**src/rtl/boom_key_judge.sv**
```systemverilog
// Player button debounce, per-period press capture and BCD hit/miss scoring.
// Optional FALSE_PRESS_EN: a press in a boom=0 period scores as a miss.
module boom_key_judge #(
    parameter int DEBOUNCE_CYCLES = 500000
) (
    input  logic       CLOCK_50,
    input  logic       rst,
    input  logic       key_n,
    input  logic       tick,
    input  logic       boom,
    output logic       press_pulse,
    output logic [3:0] hit_tens,
    output logic [3:0] hit_ones,
    output logic [3:0] miss_tens,
    output logic [3:0] miss_ones,
    output logic       verdict_led
);

    localparam int CW = $clog2(DEBOUNCE_CYCLES);
    localparam logic [CW-1:0] CNT_END = CW'(DEBOUNCE_CYCLES - 2);

    typedef enum logic [1:0] {
        UP      = 2'd0,
        FALLING = 2'd1,
        DOWN    = 2'd2,
        RISING  = 2'd3
    } state_t;

    state_t        state;
    state_t        state_nx;
    logic [CW-1:0] cnt;
    logic [CW-1:0] cnt_nx;
    logic          pulse_nx;
    logic          key_m;
    logic          key_s;
    logic          pressed;
    logic          took;
    logic          hit_inc;
    logic          miss_inc;
    logic          false_miss;
    logic [7:0]    hit_bcd;
    logic [7:0]    miss_bcd;

    function automatic logic [7:0] bcd_inc(input logic [7:0] v);
        if (v == 8'h99)
            return v;
        if (v[3:0] == 4'd9)
            return {v[7:4] + 4'd1, 4'd0};
        return {v[7:4], v[3:0] + 4'd1};
    endfunction

    always_ff @(posedge CLOCK_50 or negedge rst) begin
        if (!rst) begin
            key_m <= 1'b1;
            key_s <= 1'b1;
        end else begin
            key_m <= key_n;
            key_s <= key_m;
        end
    end

    // Counter only runs while waiting out a transition; it restarts on entry.
    always_comb begin
        state_nx = state;
        cnt_nx   = '0;
        pulse_nx = 1'b0;
        unique case (state)
            UP: begin
                if (!key_s)
                    state_nx = FALLING;
            end
            FALLING: begin
                if (key_s) begin
                    state_nx = UP;
                end else if (cnt == CNT_END) begin
                    state_nx = DOWN;
                    pulse_nx = 1'b1;
                end else begin
                    cnt_nx = cnt + CW'(1);
                end
            end
            DOWN: begin
                if (key_s)
                    state_nx = RISING;
            end
            RISING: begin
                if (!key_s)
                    state_nx = DOWN;
                else if (cnt == CNT_END)
                    state_nx = UP;
                else
                    cnt_nx = cnt + CW'(1);
            end
            default: state_nx = UP;
        endcase
    end

    always_ff @(posedge CLOCK_50 or negedge rst) begin
        if (!rst) begin
            state       <= UP;
            cnt         <= '0;
            press_pulse <= 1'b0;
        end else begin
            state       <= state_nx;
            cnt         <= cnt_nx;
            press_pulse <= pulse_nx;
        end
    end

    // A pulse landing on the tick cycle still belongs to the closing period.
    assign took = pressed | press_pulse;

`ifdef FALSE_PRESS_EN
    assign false_miss = ~boom & took;
`else
    assign false_miss = 1'b0;
`endif

    assign hit_inc  = tick & boom & took;
    assign miss_inc = tick & ((boom & ~took) | false_miss);

    always_ff @(posedge CLOCK_50 or negedge rst) begin
        if (!rst) begin
            pressed     <= 1'b0;
            hit_bcd     <= 8'h00;
            miss_bcd    <= 8'h00;
            verdict_led <= 1'b0;
        end else begin
            if (tick)
                pressed <= 1'b0;
            else if (press_pulse)
                pressed <= 1'b1;
            if (hit_inc)
                hit_bcd <= bcd_inc(hit_bcd);
            if (miss_inc)
                miss_bcd <= bcd_inc(miss_bcd);
            if (tick)
                verdict_led <= ~miss_inc;
        end
    end

    assign hit_tens  = hit_bcd[7:4];
    assign hit_ones  = hit_bcd[3:0];
    assign miss_tens = miss_bcd[7:4];
    assign miss_ones = miss_bcd[3:0];

endmodule

```
**config.mk**
```make
export PLATFORM = sky130hd
export DESIGN_NAME = boom_key_judge
export DESIGN_NICKNAME = d
export VERILOG_FILES = /design/src/rtl/boom_key_judge.sv
export SDC_FILE = /design/constraint.sdc
export NUM_CORES = 1
export LEC_CHECK = 0
export ABC_CLOCK_PERIOD_IN_PS = 2880
export BUFFER_PORTS_ARGS = -buffer_cell sky130_fd_sc_hd__buf_2
export CELL_PAD_IN_SITES_DETAIL_PLACEMENT = 1
export CELL_PAD_IN_SITES_GLOBAL_PLACEMENT = 1
export CORE_MARGIN = 2
export CORE_UTILIZATION = 45
export CTS_CLUSTER_DIAMETER = 50
export DETAILED_ROUTE_END_ITERATION = 6
export HOLD_SLACK_MARGIN = 0.06
export PLACE_DENSITY_LB_ADDON = 0.1
export SLEW_MARGIN = 20
export SYNTH_ARGS = -nofsm -noshare
export SYNTH_HDL_FRONTEND = slang
export SYNTH_SLANG_ARGS = --single-unit
```
**constraint.sdc**
```tcl
create_clock -name CLOCK_50 -period 2.88 [get_ports CLOCK_50]
set_input_delay 0.288 -clock CLOCK_50 [delete_from_list [all_inputs] [get_ports CLOCK_50]]
set_output_delay 0.288 -clock CLOCK_50 [all_outputs]
set_load 0.02 [all_outputs]
```
# Yosys cells after proc, flatten, opt, wreduce, memory -nomap -nowiden
# Cells that the tools add are included.
# W data, S select, Z words.
totals:
  wordCells: 76
  out_inout_bits: 18
  latchBits: 0
  register_bits: 42
  mem_bits_rw: 0
  romBits: 0
  memories: 0
classes:
  mux: 34
  multipliers: 0
  bitwise_logic: 7
  n_addsub: 5
  shift: 0
  n_lt_le_gt_ge: 0
  n_div: 0
  eq_ne: 12
  reduce_logical: 7
ops:
  columns: ["op", "count"]
  rows:
  - ["$mux W8", 8]
  - ["$mux W19", 3]
  - ["$pmux W19 S2", 1]
  - ["$add A19 B1 Y19 const B", 1]
  - ["$eq A19 B19 Y1 const B", 1]
  - ["$add A4 B1 Y4 const B", 4]
  - ["$eq A8 B8 Y1 const B", 2]
  - ["$mux W1", 15]
  - ["$mux W2", 6]
  - ["$eq A4 B4 Y1 const B", 2]
  - ["$pmux W2 S4", 1]
  - ["$ne A3 B3 Y1 const B", 2]
  - ["$reduce_bool A2 Y1", 3]
  - ["$and A1 B1 Y1", 4]
  - ["$eq A2 B2 Y1 const B", 2]
  - ["$ne A2 B2 Y1 const B", 2]
  - ["$reduce_and A2 Y1", 2]
  - ["$reduce_and A4 Y1", 1]
  - ["$eq A2 B1 Y1 const B", 1]
  - ["$logic_not A2 Y1", 1]
  - ["$not A1 Y1", 2]
  - ["$or A1 B1 Y1", 1]

# Depth between registers and ports, before layout
depth:
  word_depth: 9
  depth_mapped: 8

# Least setup slack after synthesis
# OpenSTA, ideal clock, no wires.
synth_path:
  path_type: "register -> register"
  from: "register cnt[5]"
  to: "register cnt[2]"
  path_slack_ns: 1.117
  arrival_time_ns: 1.645
  synth_period_minus_slack_ns: 1.763
  stages_incl_launch_ff: 7
  required_time_ns: 2.761
  cell_sequence: "dfrtp_1 > or4_1 > nor4_2 > a211o_1 > buf_4 > buf_6 > nor2_1"
synth_via:
  elab_chain_cells: 4
synth_rtl:
  columns: ["item", "line_no", "source"]
  rows:
  - ["start: declaration", "31", "logic [CW-1:0] cnt;"]
  - ["start signal: assignment", "105", "cnt <= cnt_nx;"]
  - ["$eq A19 B19 Y1 *", "75, 89", null]
  - ["$mux W19 *", "75, 89", null]
  - ["$mux W19 (on tied branches)", "87, 73", null]
  - ["$pmux W19 S2 *", "67", "unique case (state)"]
  - ["net cnt_nx[2]", "32", "logic [CW-1:0] cnt_nx;"]
# Mark *: on every way through the listed nets, which the timed path passes. The rest lies on a longest branch.
# A chain may end at the register's enable or synchronous reset.

# Final worst setup path
layout_path:
  from: "register press_pulse"
  to: "register miss_bcd[6]"
layout_via:
  elab_chain_cells: 5
layout_rtl:
  columns: ["item", "line_no", "source"]
  rows:
  - ["start: declaration", "11", "output logic press_pulse,"]
  - ["start signal: assignment", "106", "press_pulse <= pulse_nx;"]
  - ["$or A1 B1 Y1", "111", "assign took = pressed | press_pulse;"]
  - ["$not A1 Y1", "120", "assign miss_inc = tick & ((boom & ~took) | false_miss);"]
  - ["$and A1 B1 Y1 (2 in series)", "120", null]
  - ["$reduce_and A2 Y1 (no line)", null, null]
  - ["end signal: assignment", "136", "miss_bcd <= bcd_inc(miss_bcd);"]
  - ["end: declaration", "42", "logic [7:0] miss_bcd;"]
# No other way between the ends.

==> flow_summary_export.csv <==
group,metric,value,unit
logic_synthesis,synth_edf_count,0,
floorplan,initial_core_util,0.466,
floorplan,ios,23,
drt,drt_iter0_markers,80,
power,leakagePower,1.02,nW
finish,layout-drive-gt1-share,0.181,
worst_setup_path,critPathMaxFanout,6,
clock_tree,cts_num_sinks,42,
timing,maxSlewViolCount,0,
timing,fin_ws,762,ps
logic_synthesis,ys_ff_latch,42,
placed_design,placed_cell_area,2170,um^2
run,max_cap_viol_count,0,
drt,wl,4230,um
worst_setup_path,cp_cell_sequence,"nor4bb_1 -> nand4_1 -> nor2_1 -> xor2_1",
global_route,antenna_found_initial,0,
floorplan,die_y,70.9,um
drt,viasPerCell,5.47,
worst_setup_path,path_buf_inv,0,
logic_synthesis,yosysWarningCount,0,
placed_design,preCtsSetupSlack,729,ps
worst_setup_path,crit_arrival,2340,ps
finish,syn_to_final_growth,13.0,%
timing,fmax,472,MHz
global_route,grt_pass1_vias,1586,
placed_design,gp_congestion,0.820,
logic_synthesis,ys_types,41,
drt,antenna_left,0,
placed_design,dp_hpwl,3010,um
outcome,outcome,"completed",
timing,finalSetupViolations,0,
clock_tree,path_clk_slew,90,ps
timing,fin_crit,2120,ps
floorplan,coreArea,4320,um^2
timing,fin_setup_tns,0,ps
finish,finalNetCount,226,
finish,seqCellArea,1050,um^2
global_route,gr-total-overflow,0,
worst_setup_path,crit_family,"simple AND/OR/NAND/NOR gates",
worst_setup_path,cp-end-kind,"register",
power,vdd_drop_max,0.254,mV
finish,diodes,0,
logic_synthesis,ys_seq_area_frac,0.523,
timing,period_share,0.736,
global_route,grt_max_degree,43,
clock_tree,clk_latency,300,ps
clock_tree,cts_setup_buffers,0,
clock_tree,postCtsHoldBufs,0,
worst_setup_path,critPathMaxStageDelay,790,ps
timing,rsz0062_at_grt,"false",
finish,multi_input_area,910,um^2
clock_tree,cts_buffer_depth,2,
timing,worst_pin_slew,909,ps
finish,fin_area,2280,um^2
timing,hold_violations,0,
worst_setup_path,cp.required,3100,ps
clock_tree,cts_resized,0,
floorplan,dieArea,5030,um^2
logic_synthesis,syn_inst,189,
floorplan,chipWidth,70.9,um
min_path,hp-class,"in2reg",
drt,wl_per_cell,15.8,um
timing,holdWs,93.4,ps
worst_setup_path,critPathLaunchType,"register",
drt,firstDrtPassIters,4,
global_route,grt_pass1_wl,7610,um
power,power_density,571,nW/um^2
logic_synthesis,synth_flop_cell,"dfrtp_1",
clock_tree,cts_buffers,5,
drt,vias,1465,
global_route,track_usage,0.191,
timing,slew-limit-headroom,0.386,
clock_tree,htree_levels,2,
clock_tree,cts-root-buf,"clkbuf_8",
worst_setup_path,slowest_stage,"nor4bb_1",
logic_synthesis,synth_nets,200,
placed_design,dp_cells,260,
finish,n_fill_cell,490,
logic_synthesis,avgSynthCellArea,10.7,um^2
logic_synthesis,async_reset_ff_frac,1.00,
drt,drcViolationCount,0,
placed_design,port_buffers,22,
finish,layout.cells.non_filler,268,
logic_synthesis,syn_area,2020,um^2
floorplan,num_rows,24,
clock_tree,cts_tree,"yes",
timing,finalClockSkew,14.4,ps
worst_setup_path,crit_type,"reg2reg",
[state kept, by name, summed over array words and instances, names as in the netlist, named ones only]
register / cells
pressed: 1
hit_bcd: 8
press_pulse: 1
state: 1
miss_bcd: 8
cnt: 19
key_s: 1
key_m: 1
verdict_led: 1
[placed cells by master (no fill, tap or decap), types with 2 or more instances in the layout]
master,n
dfrtp_1,40
nor2_1,24
buf_2,22
nand2_1,13
xor2_1,12
xnor2_1,11
inv_1,8
nand4_1,8
a21oi_1,8
o21ai_0,7
ha_1,6
clkbuf_8,5
nand3_1,4
or3_1,4
nor3_1,4
nand3b_1,3
nor3b_1,3
nand4b_1,2
nor4b_1,2
and4_1,2
and2_1,2
and3_1,2
a21oi_2,2
a31oi_1,2
dfstp_2,2
[Yosys cell counts (3+ instances only)]
cell      number  share of area
dfrtp_1       40           0.50
nor2_1        24          0.045
nand2_1       13          0.024
xor2_1        12          0.052
xnor2_1       11          0.048
a21oi_1        8          0.020
inv_1          8          0.015
nand4_1        8          0.025
o21ai_0        7          0.017
ha_1           6          0.037
nand3_1        4         0.0099
nor3_1         4         0.0099
or3_1          4          0.012
nand3b_1       3          0.011
nor3b_1        3          0.011
[layer usage]
layer | routed length (um) | global-route usage | vias up
li1 | - | - | 710
met1 | 1880 | 0.234 | 731
met2 | 2200 | 0.342 | 18
met3 | 111 | 0.0427 | 6
met4 | 40 | 0.0482 | 0
met5 | 0 | 0 | -
[worst paths after layout]
path,startpoint,end,slack (ps),depth (start not counted)
min in group asynchronous,rst,hit_bcd[2],120,1
setup / recovery,press_pulse,miss_bcd[6],760,4
setup reg to reg,press_pulse,miss_bcd[6],760,4
hold / removal,key_n,key_m,90,1
hold reg to reg,key_m,key_s,360,0
max in group asynchronous,rst,cnt[17],2160,1
[kinds of logic after synthesis]
group                    count (synthesis)  synth area share
flip-flops                              42             0.523
adder cells (fa/ha/maj)                  6            0.0372
AO/OA/AOI/OAI                           23            0.0708
XOR/XNOR                                23            0.0999
AND/OR/NAND/NOR                         82             0.233
multiplexers                             2            0.0106
buffers and inverters                   11            0.0261
[final cells by class]
cell class,count,area share
Inverter,8,0.0132
Multi-Input combinational cell,136,0.399
Tap cell,52,0.0286
Clock buffer,6,0.0319
Timing Repair Buffer,22,0.0483
Sequential cell,42,0.462
Clock inverter,2,0.0165
[report_power, final]
part	total [mW]	switching, mW	internal (mW)
Sequential	0.669	0.0458	0.624
Clock	0.468	0.209	0.259
Combinational	0.163	0.104	0.0589
[worst register-to-register path: stages, from the launching register on]
cell,delay (ps)
dfrtp_1,430
nor4bb_1,800
nand4_1,390
nor2_1,240
xor2_1,180
[per-stage QoR]
step / power (mW) / utilization
finish: 1.30 / 0.527
CTS: 1.32 / 0.527
detailed placement: 0.848 / 0.501
global placement: 0.827 / 0.501
floorplan: 0.774 / -
global route: 1.37 / 0.527
Note: power is estimated with default switching activity, not from simulation.
